## src/rtl/seq_approx_divider_if.sv

```systemverilog
// Start/ready/done handshake and operand/result bus for seq_approx_divider.
// The requester drives through master; the divider sits on slave.
interface seq_approx_divider_if #(
   parameter int W = 8
);
   logic             start;
   logic [2*W-1:0]   n;
   logic [W-1:0]     d;
   logic             approx_en;
   logic             ready;
   logic             done;
   logic [W-1:0]     q;
   logic [W-1:0]     r;
   logic             dz;
   logic             ovf;

   modport master (output start, n, d, approx_en,
                   input  ready, done, q, r, dz, ovf);
   modport slave  (input  start, n, d, approx_en,
                   output ready, done, q, r, dz, ovf);
endinterface

```

## src/rtl/seq_approx_divider.sv

```systemverilog
// Restoring 2W/W divider, one quotient bit per clock, MSB first. The low
// APPROX_ROWS iterations can use an approximate borrow cell (approx_en).
module seq_approx_divider #(
   parameter int W           = 8,
   parameter int APPROX_ROWS = 6
) (
   input  logic                 clk,
   input  logic                 rst_n,
   seq_approx_divider_if.slave  bus
);
   localparam int          KW = (W > 1) ? $clog2(W) : 1;
   localparam logic [KW:0] AR = APPROX_ROWS[KW:0];

   typedef enum logic [1:0] {IDLE, RUN, DONE} state_t;

   state_t         state;
   logic [W:0]     p;
   logic [KW-1:0]  k;
   logic [W-1:0]   n_lo;
   logic [W-1:0]   d_r;
   logic           ae_r;
   logic           ovf_r;
   logic [W-1:0]   q_acc;

   logic           ready_q, done_q, dz_q, ovf_q;
   logic [W-1:0]   q_q, r_q;

   logic           row_approx;
   logic [W:0]     borrow;
   logic [W-1:0]   diff;
   logic           q_bit;
   logic [W-1:0]   r_nxt;
   logic [W-1:0]   q_nxt;

   assign row_approx = ae_r && ({1'b0, k} < AR);

   // Approximate cell drops the y/b dependence of the borrow chain,
   // so the final borrow collapses to ~P[W-1].
   always_comb begin
      borrow = '0;
      diff   = '0;
      for (int i = 0; i < W; i++) begin
         if (row_approx) begin
            diff[i]     = p[i] & ~borrow[i];
            borrow[i+1] = ~p[i];
         end else begin
            diff[i]     = p[i] ^ d_r[i] ^ borrow[i];
            borrow[i+1] = (~p[i] & d_r[i]) | (~(p[i] ^ d_r[i]) & borrow[i]);
         end
      end
   end

   always_comb begin
      q_bit    = p[W] | ~borrow[W];
      r_nxt    = q_bit ? diff : p[W-1:0];
      q_nxt    = q_acc;
      q_nxt[k] = q_bit;
   end

   always_ff @(posedge clk or negedge rst_n) begin
      if (!rst_n) begin
         state   <= IDLE;
         p       <= '0;
         k       <= '0;
         n_lo    <= '0;
         d_r     <= '0;
         ae_r    <= 1'b0;
         ovf_r   <= 1'b0;
         q_acc   <= '0;
         ready_q <= 1'b1;
         done_q  <= 1'b0;
         q_q     <= '0;
         r_q     <= '0;
         dz_q    <= 1'b0;
         ovf_q   <= 1'b0;
      end else begin
         done_q <= 1'b0;
         case (state)
            IDLE: begin
               if (bus.start) begin
                  n_lo    <= bus.n[W-1:0];
                  d_r     <= bus.d;
                  ae_r    <= bus.approx_en;
                  ovf_r   <= (bus.n[2*W-1:W] >= bus.d);
                  ready_q <= 1'b0;
                  if (bus.d == '0) begin
                     state  <= DONE;
                     done_q <= 1'b1;
                     q_q    <= '1;
                     r_q    <= bus.n[W-1:0];
                     dz_q   <= 1'b1;
                     ovf_q  <= (bus.n[2*W-1:W] >= bus.d);
                  end else begin
                     p     <= bus.n[2*W-1:W-1];
                     k     <= KW'(W-1);
                     q_acc <= '0;
                     state <= RUN;
                  end
               end
            end
            RUN: begin
               q_acc <= q_nxt;
               if (k == '0) begin
                  q_q    <= q_nxt;
                  r_q    <= r_nxt;
                  dz_q   <= 1'b0;
                  ovf_q  <= ovf_r;
                  done_q <= 1'b1;
                  state  <= DONE;
               end else begin
                  p <= {r_nxt, n_lo[k - 1'b1]};
                  k <= k - 1'b1;
               end
            end
            DONE: begin
               ready_q <= 1'b1;
               state   <= IDLE;
            end
            default: state <= IDLE;
         endcase
      end
   end

   assign bus.ready = ready_q;
   assign bus.done  = done_q;
   assign bus.q     = q_q;
   assign bus.r     = r_q;
   assign bus.dz    = dz_q;
   assign bus.ovf   = ovf_q;
endmodule
```

## src/flat_wrapper.sv

```systemverilog
// flat-port wrapper written by rule: the top's interface ports become plain ports
module seq_approx_divider_flat 
#(
   parameter int W           = 8,
   parameter int APPROX_ROWS = 6
)
  (clk, rst_n, bus_start, bus_n, bus_d, bus_approx_en, bus_ready, bus_done, bus_q, bus_r, bus_dz, bus_ovf);
  seq_approx_divider_if #(.W(W)) bus_i ();
  input  logic clk;
  input  logic rst_n;
  input wire logic [$bits(bus_i.start)-1:0] bus_start;
  input wire logic [$bits(bus_i.n)-1:0] bus_n;
  input wire logic [$bits(bus_i.d)-1:0] bus_d;
  input wire logic [$bits(bus_i.approx_en)-1:0] bus_approx_en;
  output wire logic [$bits(bus_i.ready)-1:0] bus_ready;
  output wire logic [$bits(bus_i.done)-1:0] bus_done;
  output wire logic [$bits(bus_i.q)-1:0] bus_q;
  output wire logic [$bits(bus_i.r)-1:0] bus_r;
  output wire logic [$bits(bus_i.dz)-1:0] bus_dz;
  output wire logic [$bits(bus_i.ovf)-1:0] bus_ovf;
  assign bus_i.start = bus_start;
  assign bus_i.n = bus_n;
  assign bus_i.d = bus_d;
  assign bus_i.approx_en = bus_approx_en;
  assign bus_ready = bus_i.ready;
  assign bus_done = bus_i.done;
  assign bus_q = bus_i.q;
  assign bus_r = bus_i.r;
  assign bus_dz = bus_i.dz;
  assign bus_ovf = bus_i.ovf;
  seq_approx_divider #(.W(W), .APPROX_ROWS(APPROX_ROWS)) u_core (.clk(clk), .rst_n(rst_n), .bus(bus_i));
endmodule
```

## config.mk

```make
export PLATFORM = sky130hd
export DESIGN_NAME = seq_approx_divider_flat
export DESIGN_NICKNAME = d
export VERILOG_FILES = /design/src/rtl/seq_approx_divider_if.sv /design/src/rtl/seq_approx_divider.sv /design/src/flat_wrapper.sv
export SDC_FILE = /design/constraint.sdc
export NUM_CORES = 1
export LEC_CHECK = 0
export ABC_CLOCK_PERIOD_IN_PS = 11200
export CORE_MARGIN = 5
export CORE_UTILIZATION = 30
export DETAILED_ROUTE_END_ITERATION = 12
export PLACE_DENSITY = 0.5
export SLEW_MARGIN = 20
export SYNTH_ARGS = -nofsm -noshare
export SYNTH_HDL_FRONTEND = slang
export SYNTH_SLANG_ARGS = --single-unit
```

## constraint.sdc

```tcl
create_clock -name clk -period 11.2 [get_ports clk]
set_clock_uncertainty 0.2 [all_clocks]
set_input_delay 1.12 -clock clk [delete_from_list [all_inputs] [get_ports clk]]
set_output_delay 1.12 -clock clk [all_outputs]
set_load 0.1 [all_outputs]
```

; ---- After elaboration in Yosys (flattened, before gate mapping)
; Index checks and enable logic that the tools add are counted.
[totals]
reg_bits = 60
out_inout_bits = 20
wordCells = 167
[op_classes]
eq_ne = 7
order_cmp = 5
reduce_logical = 13
muxes = 59
n_addsub = 1
bitwise_logic = 68
[op_table]
columns = operator, count
row1 = $mux W8, 9
row2 = $pmux W8 S2, 3
row3 = $mux W1, 28
row4 = $mux W9, 3
row5 = $not A1 Y1, 23
row6 = $and A1 B1 Y1, 22
row7 = $pmux W9 S2, 1
row8 = $xor A1 B1 Y1, 15
row9 = $mux W3, 3
row10 = $bwmux W8, 1
row11 = $ge A8 B8 Y1, 1
row12 = $logic_not A8 Y1, 1
row13 = $lt A3 B4 Y1 const B, 2
row14 = $or A1 B1 Y1, 8
row15 = $pmux W1 S2, 4
row16 = $reduce_and A4 Y1, 2
row17 = $mux W2, 3
row18 = $ne A2 B2 Y1 const B, 3
row19 = $pmux W3 S2, 1
row20 = $reduce_and A2 Y1, 3
row21 = $ne A2 B1 Y1 const B, 2
row22 = $pmux W2 S2, 1
row23 = $reduce_bool A2 Y1, 2
row24 = $bmux W1 S3, 1
row25 = 10 further kinds, 11

; ---- Logic depth before layout (Yosys ltp)
; Gate-level depths: netlist of run 1.
[logic_depth]
word_depth = 29
mapped_depth = 28
depth_no_buf = 26

; ---- Least setup slack after synthesis of run 1
; Ideal clock, no wire load.
[synth_path]
path_kind = register -> register
start = register u_core.k[1]
end = register u_core.p[3]
setup_ps = 92
t_arrival_ps = 5336
path_stages_with_launch = 28
path_slack_ps = 5572
n_path_buf = 2
synth_period_minus_slack_ps = 5628
t_required_ps = 10908
cell_sequence = dfrtp_1 -> a21boi_2 -> buf_6 -> nand2_1 -> o21a_1 -> fa_1 -> nand2_1 -> o21ai_0 -> fa_1 -> nand2_1 -> o21ai_0 -> fa_1 -> nand2_1 -> o21ai_0 -> fa_1 -> o21a_1 -> fa_1 -> nand2_1 -> o21ai_0 -> fa_1 -> nor2_1 -> a21oi_1 -> fa_1 -> and2b_2 -> or2_1 -> clkbuf_2 -> o221a_4 -> o31ai_2
[synth_between]
elab_chain_len = 29
word_cells_on_any_way = 36
cone_classes = order compare (1) / eq/ne (1) / mux (12) / bitwise (19) / reduce/logical (3)
[synth_rtl]
columns = item, line
row1 = from (decl), seq_approx_divider.sv:18  ; logic [KW-1:0] k;
row2 = from (signal assigned), seq_approx_divider.sv:95  ; k <= KW'(W-1);
row3 = from (signal assigned), seq_approx_divider.sv:112  ; k <= k - 1'b1;
row4 = $lt A3 B3 Y1, seq_approx_divider.sv:35  ; assign row_approx = ae_r && ({1'b0, k} < AR);
row5 = $logic_and A1 B1 Y1, seq_approx_divider.sv:35
row6 = $mux W1, seq_approx_divider.sv:43  ; if (row_approx) begin
row7 = $and A1 B1 Y1, seq_approx_divider.sv:48  ; borrow[i+1] = (~p[i] & d_r[i]) | (~(p[i] ^ d_r[i]) & borrow[i]);
row8 = $or A1 B1 Y1, seq_approx_divider.sv:48
row9 = $mux W1, seq_approx_divider.sv:43
row10 = $and A1 B1 Y1, seq_approx_divider.sv:48
row11 = $or A1 B1 Y1, seq_approx_divider.sv:48
row12 = [... 13 more ...], -
row13 = $and A1 B1 Y1, seq_approx_divider.sv:48
row14 = $or A1 B1 Y1, seq_approx_divider.sv:48
row15 = $mux W1, seq_approx_divider.sv:43
row16 = $not A1 Y1, seq_approx_divider.sv:54  ; q_bit = p[W] | ~borrow[W];
row17 = $or A1 B1 Y1, seq_approx_divider.sv:54
row18 = $mux W8, seq_approx_divider.sv:55  ; r_nxt = q_bit ? diff : p[W-1:0];
row19 = $mux W9, seq_approx_divider.sv:103  ; if (k == '0) begin
row20 = $pmux W9 S2, seq_approx_divider.sv:78  ; case (state)
row21 = to (signal assigned), seq_approx_divider.sv:94  ; p <= bus.n[2*W-1:W-1];
row22 = to (signal assigned), seq_approx_divider.sv:111  ; p <= {r_nxt, n_lo[k - 1'b1]};
row23 = to (decl), seq_approx_divider.sv:17  ; logic [W:0] p;
; Parallel ways exist; a longest one is shown, timed or not. The select of a mux whose other input is x is not followed.
; A chain may end at the register's enable or synchronous reset.

; ---- Final worst setup path of run 1
[layout_path]
start = register u_core.k[2]
end = register u_core.p[1]
; Same word-level chain as after synthesis.

==> summary.txt, run 1 <==
Vias in the first global route: 2495
Critical Path AT: 6390 ps
Layout cells sized above 1: 0.141
Yosys cell types: 56
Worst r2r src: u_core.k[2]
Status: finished, final reports clean
Vias per cell: 4.86
Hold_sp: u_core.q_acc[2]
Slowest cell on crit path: dfrtp_1
Mapped cell area: 3210 um^2
Clock Sinks: 60
ANT cells: 0
CTS tree: done
Worst Path Required: 11190 ps
Worst-path clk slew: 70 ps
Remaining antenna violation count: 0
Max-slew violation count: 0
HP Class: flop to flop
WL final: 8110 um
Mapped Cells: 319
Relative slew slack: 0.341
Placer Congestion: 0.819
Worst Setup End Kind: flop
FFs w/ async S/R, synth: 1.00
First-pass GRT wire length: 13100 um
Buffers on Ports: 47
I/O pins: 48
Total CTS buffers: 9
Most common cell after layout, fill and taps aside: dfrtp_1
Core outline area: 10400 um^2
Skew-Pair Late Insertion Delay: 340 ps
Routed vias: 2460
Critical Path Max Stage Delay: 530 ps
Die ar.: 12900 um^2
GRT overflow: 0
Die width: 113 um
TritonRoute pass-1 iters: 4
CP Class: flop to flop
DRC: 0
Startpoint Class: flop
Filler Cell Count: 1081
Area growth, synth to finish: 24.0%
Gr usage total: 0.131
Main synth FF type: dfrtp_1
Post-CTS setup repair buffer count: 0
Post_cts resized: 0
Hold Path Depth: 2
Antenna violations before repair: 0
Final setup viols: 0
Synth Warn #: 0
H-tree depth: 3
Initial DRC Count: 104
Final Hold Fails: 0
Min cycle time layout: 6390 ps
Clock tree buffer depth: 2
Final Cycle Share: 0.571
Post-synthesis sequential area ratio: 0.468
Worst-margin pin slew: 986 ps
Reg2reg path depth: 25
Pin count of the biggest net entering global routing: 61
Layout Nets: 411
Std-Cell Rows: 37
Initial Util: 0.309
Unrepaired setup endpoints after global routing: no
Worst Hold End: u_core.q_acc[2]
CTS Hold Bufs: 0
Worst Path Max Fanout: 14
Commonest cells after routing, fill and taps aside: dfrtp_1, clkdlybuf4s50_1, o21ai_0
TNS Setup: 0 ps
R2R Setup Slk: 4810 ps
Root Driver: clkbuf_8
Net count after synthesis: 365
Register bit total from synthesis: 60
Die height: 113 um
Max-cap violations: 0
Avg Synthesized Cell Area: 10.1 um^2
Cell mode on critical path: fa_1
Wirelength per Cell: 16.0 um
F_max: 156 MHz
EDFF count, synth: 0
End of the worst register-to-register path: u_core.p[1]
HPWL after DPL: 5880 um
-- critical path: cells and delay by family (launching register included) --
kind	cells	cell delay [ps]
adder cells (fa/ha/maj)	7	2580
AO/OA/AOI/OAI	10	1840
AND/OR/NAND/NOR	8	1090
flip-flops	1	530
-- synth_stat cells, drive strengths merged, types with 2 or more instances --
| cell | number | area [um^2] |
|---|---|---|
| dfrtp | 59 | 1480 |
| o21ai | 40 | 204 |
| nor2 | 34 | 128 |
| nand2 | 32 | 120 |
| inv | 23 | 86.3 |
| a21oi | 18 | 93.8 |
| mux2 | 18 | 206 |
| buf | 11 | 65.1 |
| ha | 11 | 138 |
| o31ai | 10 | 80.1 |
| fa | 7 | 140 |
| nand3 | 5 | 25.0 |
| clkbuf | 4 | 16.3 |
| nor3 | 3 | 15.0 |
| o21a | 3 | 22.5 |
| a211oi | 2 | 15.0 |
| a221oi | 2 | 23.8 |
| a22o | 2 | 17.5 |
| and2 | 2 | 12.5 |
| and2b | 2 | 17.5 |
| mux2i | 2 | 20.0 |
| mux4 | 2 | 45.0 |
| nand2b | 2 | 12.5 |
| nor3b | 2 | 20.0 |
| nor4 | 2 | 12.5 |
| o22a | 2 | 17.5 |
| or3 | 2 | 13.8 |
-- layout make-up --
cell class,count,area [um^2],share of cell area
multi-input combinational,221,1550,0.390
sequential,60,1500,0.378
timing repair buffer,50,488,0.123
clock buffer,15,176,0.0443
tap,136,170,0.0428
inverter,23,86.3,0.0217
clock inverter,1,5.00,0.00126
-- state kept, by name, summed over array words and instances (netlist names), 2 cells and up --
name          cells
u_core.p          9
u_core.state      2
u_core.d_r        8
u_core.n_lo       8
u_core.k          3
u_core.bus.q      8
u_core.q_acc      8
u_core.bus.r      8
-- worst max-delay path by stage --
| stage | startpoint | endpoint | slack, ps | depth (start not counted) |
|---|---|---|---|---|
| final | u_core.k[2] | u_core.p[1] | 4810 | 25 |
| after global placement | u_core.k[2] | u_core.bus.r[4] | 4960 | 26 |
| after CTS | u_core.k[2] | u_core.p[4] | 4820 | 26 |
| after detailed placement | u_core.k[2] | u_core.p[1] | 4850 | 25 |
| after global routing | u_core.k[2] | u_core.p[6] | 4330 | 26 |
| after floorplan | u_core.k[1] | u_core.p[3] | 5570 | 27 |
-- cells by family (layout without fill, tap and decap cells) --
logic type / Yosys count / count (layout) / share of synthesized area
xor gates and xnor gates: 1 / 1 / 0.00273
muxes: 22 / 22 / 0.0846
and+or+nand+nor: 90 / 90 / 0.126
AOI/OAI and AO/OA: 90 / 90 / 0.180
adders and majority gates: 18 / 18 / 0.0865
buffers and inverters: 38 / 89 / 0.0522
DFF: 60 / 60 / 0.468
-- per-layer routing --
metal  track usage  share of wire  up-vias
met1         0.167           0.45     1190
met5             0              0        -
met4        0.0409          0.020        0
li1              -              -     1198
met2         0.214           0.48       58
met3        0.0393          0.049       14
-- through the flow --
step,utilization,hold slack (ps),std cells,setup slack (ps),instance area (um^2)
global route,0.384,317,506,4330,3980
CTS,0.384,292,506,4820,3980
floorplan,-,245,319,5570,3210
detailed placement,0.366,278,490,4850,3800
finish,0.384,285,506,4810,3980
global placement,0.366,262,490,4960,3800
Power of run 1 is not shown: default switching activity piles up to over one toggle a cycle in this logic, so the estimate is an artifact.
==> inputs of run 2 (changes only) <==
--- a/config.mk
+++ b/config.mk
@@ -5,7 +5,7 @@
 export SDC_FILE = /design/constraint.sdc
 export NUM_CORES = 1
 export LEC_CHECK = 0
-export ABC_CLOCK_PERIOD_IN_PS = 11200
+export ABC_CLOCK_PERIOD_IN_PS = 6300
 export CORE_MARGIN = 5
 export CORE_UTILIZATION = 30
 export DETAILED_ROUTE_END_ITERATION = 12
==> constraint.sdc (replaced) <==
create_clock -name clk -period 6.3 [get_ports clk]
set_clock_uncertainty 0.2 [all_clocks]
set_input_delay 0.63 -clock clk [delete_from_list [all_inputs] [get_ports clk]]
set_output_delay 0.63 -clock clk [all_outputs]
set_load 0.1 [all_outputs]
==> summary.txt, run 2 (same netlist as run 1, synthesis figures left out) <==
Status: finished, final reports clean
Worst-margin pin slew: 993 ps (+6.72 ps)
Layout cells sized above 1: 0.166 (+0.0252)
Std-Cell Rows: 37 (unchanged)
Initial Util: 0.309 (unchanged)
Max-cap violations: 0 (unchanged)
Core outline area: 10400 um^2 (unchanged)
Vias per cell: 4.86 (about the same)
Remaining antenna violation count: 0 (unchanged)
Worst Path Required: 6290 ps (-4900 ps)
End of the worst register-to-register path: u_core.p[2]
Reg2reg path depth: 26 (+4.0%)
Final setup viols: 0 (unchanged)
Worst Setup End Kind: flop
Worst r2r src: u_core.ae_r
Top reg by flops: u_core.p
Initial DRC Count: 95 (-8.7%)
ANT cells: 0 (unchanged)
HP Class: primary input to asynchronous set/reset pin
I/O pins: 48 (unchanged)
CTS Hold Bufs: 0 (unchanged)
Final Cycle Share: 0.947 (+0.376)
F_max: 168 MHz (+7.2%)
Min cycle time layout: 5970 ps (-427 ps)
Routed vias: 2480 (+0.81%)
Startpoint Class: flop
Skew-Pair Late Insertion Delay: 340 ps (about the same)
Placer Congestion: 0.822 (+0.44%)
Final Hold Fails: 0 (unchanged)
First-pass GRT wire length: 13500 um (+3.1%)
Root Driver: clkbuf_8
Die width: 113 um (unchanged)
Max-slew violation count: 0 (unchanged)
Final Util: 0.390 (+0.00652)
CP Class: flop to flop
WL final: 8150 um (+0.51%)
Clock tree buffer depth: 2 (unchanged)
TritonRoute pass-1 iters: 4 (unchanged)
Pin count of the biggest net entering global routing: 61 (unchanged)
Wirelength per Cell: 16.0 um (-0.28%)
Antenna violations before repair: 0 (unchanged)
Most common cell after layout, fill and taps aside: dfrtp_1
Relative slew slack: 0.336 (-0.00449)
Non-Filler Instances: 510 (+0.79%)
Max reg flops: 9 (unchanged)
Worst Path Max Fanout: 10 (-4)
Crit. Startpoint: u_core.ae_r
DRC: 0 (unchanged)
Die height: 113 um (unchanged)
H-tree depth: 3 (unchanged)
Commonest cells after routing, fill and taps aside: dfrtp_1, clkdlybuf4s50_1, o21ai_0
Worst-path clk slew: 70 ps (about the same)
Total CTS buffers: 9 (unchanged)
Vias in the first global route: 2572 (+3.1%)
Gr usage total: 0.133 (+0.00201)
Buffers on Ports: 47 (unchanged)
CTS tree: done
Layout Nets: 415 (+0.97%)
Crit path capture: u_core.p[2]
Placed Instances: 492 (+0.41%)
GRT overflow: 0 (unchanged)
Critical Path AT: 5960 ps (-430 ps)
Clock Sinks: 60 (unchanged)
R2R Setup Slk: 330 ps (-4470 ps)
Area growth, synth to finish: 26.1%
Die ar.: 12900 um^2 (unchanged)
HPWL after DPL: 5900 um (+0.34%)
run 2: changes by cell type in the layout (fill, tap and decap cells not counted), sizes merged:
cell    change
bufinv      +1
buf         +4
clkbuf      -4
clkinv      +3
run 2: final cells by class:
| cell class | count | area [um^2] |
|---|---|---|
| multi-input combinational | 221 | 1570 |
| timing repair buffer | 54 | 518 |
| fill | 1073 | 6320 |
| inverter | 23 | 86.3 |
| tap | 136 | 170 |
| sequential | 60 | 1500 |
| clock inverter | 5 | 50.0 |
| clock buffer | 11 | 151 |
run 2: worst min-delay path by stage:
stage	startpoint	to	cells after the start
global placement	u_core.q_acc[0]	u_core.q_acc[0]	2
CTS	u_core.q_acc[2]	u_core.q_acc[2]	2
floorplan	rst_n	u_core.ae_r	0
finish	rst_n	u_core.bus.q[4]	2
global route	u_core.q_acc[7]	u_core.q_acc[7]	2
detailed placement	u_core.q_acc[2]	u_core.q_acc[2]	2
run 2: through the flow:
step / cell area [um^2] / worst slack, ps / TNS (ps) / hold WS (ps)
2_1_floorplan: 3210 / 672 / 0 / 134
4_1_cts: 4010 / 337 / 0 / 283
3_3_place_gp: 3810 / 488 / 0 / 263
5_1_grt: 4050 / -15.7 / -44.6 / 308
6_report: 4050 / 332 / 0 / 257
3_5_place_dp: 3810 / 390 / 0 / 268
run 2: critical path: stages, from the launching register on:
cell and delay, ps:
dfrtp_1 380, a21boi_2 160, buf_4 190, o21a_1 180, fa_1 350, nand2_1 60
o21ai_0 110, fa_1 390, nand2_1 70, o21ai_0 100, fa_1 380, nand2_1 60
o21ai_0 100, fa_1 380, o21a_1 210, fa_1 370, nand2_1 70, o21ai_0 110
fa_2 340, nor2_1 110, a21oi_1 60, fa_1 370, and2b_2 240, mux2i_1 340
a21oi_1 140, nor2_1 240, o31ai_1 110
run 2: timing repair:
item | CTS | global route
buffers inserted | 0 | 2
hold endpoints to repair | 0 | 0
setup endpoints to repair | 0 | 16
resized for setup | 0 | 5
run 2: routing by layer:
| metal | vias up | share of wire | global-route usage |
|---|---|---|---|
| li1 | 1211 | - | - |
| met1 | 1220 | 0.46 | 0.175 |
| met2 | 41 | 0.49 | 0.216 |
| met3 | 8 | 0.035 | 0.0350 |
| met5 | - | 0 | 0 |
| met4 | 0 | 0.0076 | 0.0401 |
Power of run 2 is left out for the same reason.
==> inputs of run 3 (changes only) <==
--- a/config.mk
+++ b/config.mk
@@ -8,6 +8,7 @@
 export ABC_CLOCK_PERIOD_IN_PS = 6300
 export CORE_MARGIN = 5
 export CORE_UTILIZATION = 30
+export CTS_CLUSTER_DIAMETER = 60
 export DETAILED_ROUTE_END_ITERATION = 12
 export PLACE_DENSITY = 0.5
 export SLEW_MARGIN = 20
==> results of run 3 <==
No change in the layout: final DEF, timing and power equal those of run 2.
Power of run 3 is left out for the same reason.
